<file path="src/rtl/mc_ctrl_pkg.sv">
// Shared constants for the EC413 multicycle control unit: opcodes, state
// encoding, datapath select codes and the branch-condition helper.
package mc_ctrl_pkg;

    // Opcodes (IR[31:26])
    localparam logic [5:0] OP_NOP  = 6'b000000;
    localparam logic [5:0] OP_J    = 6'b000001;
    localparam logic [5:0] OP_MOV  = 6'b010000;
    localparam logic [5:0] OP_ADD  = 6'b010010;
    localparam logic [5:0] OP_SUB  = 6'b010011;
    localparam logic [5:0] OP_OR   = 6'b010100;
    localparam logic [5:0] OP_AND  = 6'b010101;
    localparam logic [5:0] OP_SLT  = 6'b010111;
    localparam logic [5:0] OP_ADDI = 6'b110010;
    localparam logic [5:0] OP_SUBI = 6'b110011;
    localparam logic [5:0] OP_ORI  = 6'b110100;
    localparam logic [5:0] OP_ANDI = 6'b110101;
    localparam logic [5:0] OP_SLTI = 6'b110111;
    localparam logic [5:0] OP_LI   = 6'b111001;
    localparam logic [5:0] OP_LUI  = 6'b111010;
    localparam logic [5:0] OP_LWI  = 6'b111011;
    localparam logic [5:0] OP_SWI  = 6'b111100;
    localparam logic [5:0] OP_LW   = 6'b111101;
    localparam logic [5:0] OP_SW   = 6'b111110;
    localparam logic [5:0] OP_BEQ  = 6'b100000;
    localparam logic [5:0] OP_BNE  = 6'b100001;
    localparam logic [5:0] OP_BLT  = 6'b100010;
    localparam logic [5:0] OP_BLE  = 6'b100011;

    typedef enum logic [2:0] {
        ST_FETCH  = 3'd0,
        ST_DECODE = 3'd1,
        ST_EXEC   = 3'd2,
        ST_MEM    = 3'd3,
        ST_WB     = 3'd4
    } state_t;

    // Instruction classes; R-type and I-type ALU ops share one class and
    // differ only in the ALU B select produced by the decoder.
    typedef enum logic [3:0] {
        CL_NOP     = 4'd0,
        CL_JUMP    = 4'd1,
        CL_ALU     = 4'd2,
        CL_LI      = 4'd3,
        CL_LUI     = 4'd4,
        CL_LOAD    = 4'd5,
        CL_STORE   = 4'd6,
        CL_BRANCH  = 4'd7,
        CL_ILLEGAL = 4'd8
    } op_class_t;

    // Branch condition, taken directly from opcode[1:0]
    typedef enum logic [1:0] {
        BR_EQ = 2'd0,
        BR_NE = 2'd1,
        BR_LT = 2'd2,
        BR_LE = 2'd3
    } br_cond_t;

    localparam logic [2:0] ALU_PASS_A = 3'd0;
    localparam logic [2:0] ALU_ADD    = 3'd1;
    localparam logic [2:0] ALU_SUB    = 3'd2;
    localparam logic [2:0] ALU_OR     = 3'd3;
    localparam logic [2:0] ALU_AND    = 3'd4;
    localparam logic [2:0] ALU_SLT    = 3'd5;

    localparam logic [1:0] PC_SRC_INC    = 2'd0;
    localparam logic [1:0] PC_SRC_BRANCH = 2'd1;
    localparam logic [1:0] PC_SRC_JUMP   = 2'd2;

    localparam logic [1:0] SRCB_RT   = 2'd0;
    localparam logic [1:0] SRCB_SEXT = 2'd1;
    localparam logic [1:0] SRCB_ZEXT = 2'd2;

    localparam logic [1:0] WB_ALU   = 2'd0;
    localparam logic [1:0] WB_MDR   = 2'd1;
    localparam logic [1:0] WB_IMM   = 2'd2;
    localparam logic [1:0] WB_UPPER = 2'd3;

    // Branch resolution from the SUB flags computed in EXEC (rs - rt)
    function automatic logic branch_taken(input br_cond_t cond, input logic zero, input logic lt);
        logic taken;
        case (cond)
            BR_EQ:   taken = zero;
            BR_NE:   taken = ~zero;
            BR_LT:   taken = lt;
            BR_LE:   taken = lt | zero;
            default: taken = 1'b0;
        endcase
        return taken;
    endfunction

endpackage

</file>
<file path="src/rtl/mc_opdecode.sv">
// Combinational opcode decoder: instruction class plus the EXEC-phase ALU
// controls, the WB source and the branch condition.
module mc_opdecode
    import mc_ctrl_pkg::*;
(
    input  logic [5:0] opcode,
    output op_class_t  op_class,
    output logic [2:0] alu_op,
    output logic [1:0] alu_src_b,
    output logic [1:0] wb_sel,
    output br_cond_t   br_cond
);

    // Opcode to class and select lookup; unknown opcodes fall to CL_ILLEGAL
    always_comb begin
        op_class  = CL_ILLEGAL;
        alu_op    = ALU_PASS_A;
        alu_src_b = SRCB_RT;
        wb_sel    = WB_ALU;
        br_cond   = br_cond_t'(opcode[1:0]);
        case (opcode)
            OP_NOP:  op_class = CL_NOP;
            OP_J:    op_class = CL_JUMP;
            OP_MOV:  begin op_class = CL_ALU; alu_op = ALU_PASS_A; end
            OP_ADD:  begin op_class = CL_ALU; alu_op = ALU_ADD; end
            OP_SUB:  begin op_class = CL_ALU; alu_op = ALU_SUB; end
            OP_OR:   begin op_class = CL_ALU; alu_op = ALU_OR;  end
            OP_AND:  begin op_class = CL_ALU; alu_op = ALU_AND; end
            OP_SLT:  begin op_class = CL_ALU; alu_op = ALU_SLT; end
            OP_ADDI: begin op_class = CL_ALU; alu_op = ALU_ADD; alu_src_b = SRCB_SEXT; end
            OP_SUBI: begin op_class = CL_ALU; alu_op = ALU_SUB; alu_src_b = SRCB_SEXT; end
            OP_ORI:  begin op_class = CL_ALU; alu_op = ALU_OR;  alu_src_b = SRCB_ZEXT; end
            OP_ANDI: begin op_class = CL_ALU; alu_op = ALU_AND; alu_src_b = SRCB_ZEXT; end
            OP_SLTI: begin op_class = CL_ALU; alu_op = ALU_SLT; alu_src_b = SRCB_SEXT; end
            OP_LI:   begin op_class = CL_LI;  wb_sel = WB_IMM;   end
            OP_LUI:  begin op_class = CL_LUI; wb_sel = WB_UPPER; end
            OP_LWI, OP_LW: begin
                op_class  = CL_LOAD;
                alu_op    = ALU_ADD;
                alu_src_b = SRCB_SEXT;
                wb_sel    = WB_MDR;
            end
            OP_SWI, OP_SW: begin
                op_class  = CL_STORE;
                alu_op    = ALU_ADD;
                alu_src_b = SRCB_SEXT;
            end
            OP_BEQ, OP_BNE, OP_BLT, OP_BLE: begin
                op_class  = CL_BRANCH;
                alu_op    = ALU_SUB;
                alu_src_b = SRCB_RT;
            end
            default: op_class = CL_ILLEGAL;
        endcase
    end

endmodule

</file>
<file path="src/rtl/mc_ctrl_fsm.sv">
// EC413 multicycle control FSM: sequences FETCH/DECODE/EXEC/MEM/WB, drives
// the datapath strobes and selects, and counts retired instructions.
// Strobes are decoded from the state register and the IR opcode so that the
// IR contents latched at the end of FETCH act in DECODE; while rst is high
// every strobe is held low.
module mc_ctrl_fsm
    import mc_ctrl_pkg::*;
#(
    parameter int CNT_W = 32
) (
    input  logic             clk,
    input  logic             rst,
    input  logic [5:0]       opcode,
    input  logic             zero,
    input  logic             lt,
    input  logic             dmem_ready,
    output logic             pc_write,
    output logic [1:0]       pc_src,
    output logic             ir_write,
    output logic             reg_write,
    output logic [1:0]       alu_src_b,
    output logic [2:0]       alu_op,
    output logic [1:0]       wb_sel,
    output logic             mem_read,
    output logic             mem_write,
    output logic             illegal,
    output logic [2:0]       state,
    output logic [CNT_W-1:0] retired
);

    state_t     state_r;
    op_class_t  dec_class_s;
    logic [2:0] dec_alu_op_s;
    logic [1:0] dec_src_b_s;
    logic [1:0] dec_wb_sel_s;
    br_cond_t   dec_br_cond_s;
    logic       retire_s;

    mc_opdecode u_opdecode (
        .opcode    (opcode),
        .op_class  (dec_class_s),
        .alu_op    (dec_alu_op_s),
        .alu_src_b (dec_src_b_s),
        .wb_sel    (dec_wb_sel_s),
        .br_cond   (dec_br_cond_s)
    );

    assign state = state_r;

    // Strobe/select decode per state plus the retire flag for the counter
    always_comb begin
        pc_write  = 1'b0;
        pc_src    = PC_SRC_INC;
        ir_write  = 1'b0;
        reg_write = 1'b0;
        alu_src_b = SRCB_RT;
        alu_op    = ALU_PASS_A;
        wb_sel    = WB_ALU;
        mem_read  = 1'b0;
        mem_write = 1'b0;
        illegal   = 1'b0;
        retire_s  = 1'b0;
        if (rst) begin
            retire_s = 1'b0;
        end else begin
            case (state_r)
                ST_FETCH: begin
                    ir_write = 1'b1;
                    pc_write = 1'b1;
                    pc_src   = PC_SRC_INC;
                end
                ST_DECODE: begin
                    case (dec_class_s)
                        CL_NOP:     retire_s = 1'b1;
                        CL_JUMP: begin
                            pc_write = 1'b1;
                            pc_src   = PC_SRC_JUMP;
                            retire_s = 1'b1;
                        end
                        CL_ILLEGAL: begin
                            illegal  = 1'b1;
                            retire_s = 1'b1;
                        end
                        default:    retire_s = 1'b0;
                    endcase
                end
                ST_EXEC: begin
                    alu_op    = dec_alu_op_s;
                    alu_src_b = dec_src_b_s;
                    if (dec_class_s == CL_BRANCH) begin
                        retire_s = 1'b1;
                        if (branch_taken(dec_br_cond_s, zero, lt)) begin
                            pc_write = 1'b1;
                            pc_src   = PC_SRC_BRANCH;
                        end else begin
                            pc_write = 1'b0;
                        end
                    end else begin
                        retire_s = 1'b0;
                    end
                end
                ST_MEM: begin
                    mem_read  = (dec_class_s == CL_LOAD);
                    mem_write = (dec_class_s == CL_STORE);
                    retire_s  = (dec_class_s == CL_STORE) && dmem_ready;
                end
                ST_WB: begin
                    reg_write = 1'b1;
                    wb_sel    = dec_wb_sel_s;
                    retire_s  = 1'b1;
                end
                default: retire_s = 1'b0;
            endcase
        end
    end

    // State sequencing and retired-instruction counter
    always_ff @(posedge clk or posedge rst) begin
        if (rst) begin
            state_r <= ST_FETCH;
            retired <= {CNT_W{1'b0}};
        end else begin
            if (retire_s) begin
                retired <= retired + {{(CNT_W-1){1'b0}}, 1'b1};
            end else begin
                retired <= retired;
            end
            case (state_r)
                ST_FETCH: state_r <= ST_DECODE;
                ST_DECODE: begin
                    case (dec_class_s)
                        CL_NOP, CL_JUMP, CL_ILLEGAL: state_r <= ST_FETCH;
                        CL_LI, CL_LUI:               state_r <= ST_WB;
                        default:                     state_r <= ST_EXEC;
                    endcase
                end
                ST_EXEC: begin
                    case (dec_class_s)
                        CL_LOAD, CL_STORE: state_r <= ST_MEM;
                        CL_BRANCH:         state_r <= ST_FETCH;
                        default:           state_r <= ST_WB;
                    endcase
                end
                ST_MEM: begin
                    if (dmem_ready) begin
                        if (dec_class_s == CL_LOAD) begin
                            state_r <= ST_WB;
                        end else begin
                            state_r <= ST_FETCH;
                        end
                    end else begin
                        state_r <= ST_MEM;
                    end
                end
                ST_WB:   state_r <= ST_FETCH;
                default: state_r <= ST_FETCH;
            endcase
        end
    end

endmodule

</file>
<file path="config.mk">
export PLATFORM = sky130hd
export DESIGN_NAME = mc_ctrl_fsm
export DESIGN_NICKNAME = d
export VERILOG_FILES = /design/src/rtl/mc_ctrl_pkg.sv /design/src/rtl/mc_opdecode.sv /design/src/rtl/mc_ctrl_fsm.sv
export SDC_FILE = /design/constraint.sdc
export NUM_CORES = 1
export LEC_CHECK = 0
export BUFFER_PORTS_ARGS = -buffer_cell sky130_fd_sc_hd__buf_2
export CORE_UTILIZATION = 53
export CTS_CLUSTER_DIAMETER = 200
export DETAILED_ROUTE_END_ITERATION = 10
export PLACE_DENSITY = 0.84
export SETUP_SLACK_MARGIN = 0.15
export SLEW_MARGIN = 20
export SYNTH_ARGS = -nofsm -noshare
export SYNTH_HDL_FRONTEND = slang
export SYNTH_SLANG_ARGS = --single-unit
export TNS_END_PERCENT = 1
</file>
<file path="constraint.sdc">
create_clock -name clk -period 2.5 [get_ports clk]
set_input_delay 0.5 -clock clk [delete_from_list [all_inputs] [get_ports clk]]
set_output_delay 0.5 -clock clk [all_outputs]
set_load 0.02 [all_outputs]
</file>
==> results.sh <==
export IMPL_status="completed"
export IMPL_worst_slew_margin_rel_pct=68.0
export IMPL_coreArea_um2=4120
export IMPL_cp_arrival_ps=1780
export IMPL_clkSlewWorstSetupHoldPaths_ps=70
export IMPL_place_ws_ps=108
export IMPL_area_growth_pct=19.5
export IMPL_fin_ws_ps=223
export IMPL_max_cap_violations=0
export IMPL_synth_nets=259
export IMPL_slowest_delay_ps=580
export IMPL_worstSetupPathDepth=5
export IMPL_yosysWarnings=0
export IMPL_synth_area_per_cell_um2=9.42
export IMPL_fill_cells=355
export IMPL_p_per_area_nw_per_um2=657
export IMPL_floorplan_rows=23
export IMPL_clockBufferDepth=2
export IMPL_final_common_cell="buf_2"
export IMPL_numClockSinks=35
export IMPL_crit_path_max_fanout=10
export IMPL_p_total_mw=1.83
export IMPL_finalSetupViolCount=0
export IMPL_grt_pass1_vias=1915
export IMPL_first_pass_iters=4
export IMPL_synth_enable_flop_cells=0
export IMPL_cts_root_buf="clkbuf_8"
export IMPL_pin_count=61
export IMPL_synth_ff_type="dfrtp_1"
export IMPL_synth_area_um2=2330
export IMPL_multi_input_area_um2=1360
export IMPL_worstHoldPathType="input pin to async pin"
export IMPL_cp_start_kind="flop"
export IMPL_wirelength_mm=5.23
export IMPL_worst_path_dominant_cell_family="simple AND/OR/NAND/NOR gates"
export IMPL_slowest_stage="dfrtp_1"
export IMPL_finClkSkew_ps=7.54
export IMPL_synth_yosys_seq_area_share_pct=37.7
export IMPL_cts_tree="done"
export IMPL_path_cells="nor2b_4 > nand2_1 > a2111oi_4 > or3_1 > buf_2"
export IMPL_min_period_over_period_pct=91.1
export IMPL_crit_type="flop to output port"
export IMPL_drive_above_1_share_pct=32.4
export IMPL_required_ps=2000
export IMPL_p_leak_nw=1.41
export IMPL_portBuffers=60
export IMPL_netlist_instances=247
export IMPL_vias_per_cell=5.81
export IMPL_ir_worst_vdd_mv=0.418
export IMPL_die_area_um2=4660
export IMPL_hpwl_mm=3.77
export IMPL_vias=2084
export IMPL_cp_num_buf_inv=1
export IMPL_drv_slew=0
export IMPL_rsz0062_at_grt="true"
export IMPL_grt_usage_pct=24.0
export IMPL_start_util_pct=56.5
export IMPL_ys_ff_latch=35
export IMPL_grt_max_degree=36
export IMPL_gp_congestion=0.805
export IMPL_final_seq_area_um2=877
export IMPL_chipWidth_um=68.2
export IMPL_cts_setup_buffers=0
export IMPL_finalHoldViolCount=0
export IMPL_wl_per_cell_um=14.6
export IMPL_antenna_found_initial=0
export IMPL_reg2reg_depth=5
export IMPL_drtAntennaViolNets=0
export IMPL_tightestPinTransition_ps=481
export IMPL_overflow=0
export IMPL_grt_pass1_wl_mm=8.34
export IMPL_numCtsBuffers=5
export IMPL_drc=0
export IMPL_synth_cell_types=46
export IMPL_fmax_mhz=439
export IMPL_diodes=0
export IMPL_synth_async_reset_ratio_pct=100
export IMPL_layout_common_cells="buf_2 (60), dfrtp_1 (34), xor2_1 (26)"
export IMPL_tns_ps=0
export IMPL_htree_num_levels=2
export IMPL_drtIter0Drc=107
export IMPL_insertion_delay_ps=290
export IMPL_die_y_um=68.2
export IMPL_end_kind="output port"
export IMPL_final_nets=320
export IMPL_finalCriticalPeriod_ps=2280
final timing paths:
path                             start           to  slack [ps]
max                           state[2]     pc_write         220
min                                rst   retired[2]         430
max reg2reg                 retired[2]  retired[25]         290
min reg2reg                retired[31]  retired[31]         460
max in group asynchronous          rst     state[0]        1740
min in group clk           retired[31]  retired[31]         460
synth_stat cells (2+ instances only):
cell type	count	area share [%]
o22ai_1	2	0.54
xor2_1	26	9.8
buf_4	2	0.65
nor4b_2	3	1.9
nand2b_1	6	1.6
inv_1	6	0.97
or3_1	2	0.54
nand3_1	12	2.6
nor3b_1	4	1.3
buf_6	4	1.9
nor4_1	3	0.81
nor2_1	21	3.4
nand4_1	9	2.4
xnor2_1	10	3.8
o21ai_0	6	1.3
a21oi_1	6	1.3
nand4b_1	2	0.75
buf_2	4	0.86
nor4_2	9	4.8
clkbuf_1	6	0.97
nor2b_1	5	1.3
dfrtp_1	35	38
and3_1	7	1.9
nand2_1	21	3.4
nor3_1	14	3.0
and2_1	2	0.54
per-stage QoR:
step,area (um2),cells,hold slack [ps],util [%]
after floorplan,2340,247,582,-
after global placement,2680,351,455,65.1
after detailed placement,2680,351,462,65.1
after CTS,2770,359,430,67.3
after global routing,2780,359,467,67.5
final,2780,359,430,67.5
metal layers:
metal / up-vias / routed length, um / part of all wire (%) / GRT usage, %
met5: - / 0 / 0 / 0
met4: 0 / 93 / 1.8 / 11.5
met3: 5 / 167 / 3.2 / 5.83
met2: 54 / 2680 / 51 / 41.2
met1: 1027 / 2300 / 44 / 27.6
li1: 998 / - / - / -
cell type report:
cell class	count	share of cell area (%)
inverters	6	0.810
well taps	50	2.25
clock buffers	6	2.61
repair buffers	70	13.5
flip-flops and latches	35	31.6
multi-input cells	190	48.8
clock inverters	2	0.450
what timing repair did:
action	4_1_cts	5_1_grt
endpoints found under the setup margin	5	7
gates resized for setup	1	3
hold buffers	0	0
pin swaps	0	0
report_power, final:
part,total [mW],switching [mW],internal (mW)
registers,0.750,0.120,0.630
clock network,0.403,0.208,0.195
logic,0.673,0.421,0.252
total,1.83,0.749,1.08
state kept, by name, indices dropped and copies added (netlist names):
register / count
state: 3
retired: 32
worst reg2reg max path, delay by kind of cell, from the launching register on:
kind | cells | cell delay, ps
buffers and inverters | 1 | 270
and+or+nand+nor | 3 | 1210
xor gates and xnor gates | 1 | 190
DFF | 1 | 460
cell families (layout without fill, tap and decap cells):
family / after synthesis / count (layout) / synth area share, %
multiplexers: 1 / 1 / 0.484
AO/OA/AOI/OAI: 24 / 24 / 8.28
flip-flops: 35 / 35 / 37.7
adder cells (fa/ha/maj): 1 / 1 / 0.538
buffers and inverters: 22 / 84 / 5.38
XOR/XNOR: 36 / 36 / 13.6
AND/OR/NAND/NOR: 128 / 128 / 34.1
Note: power is estimated with default switching activity, not from simulation.
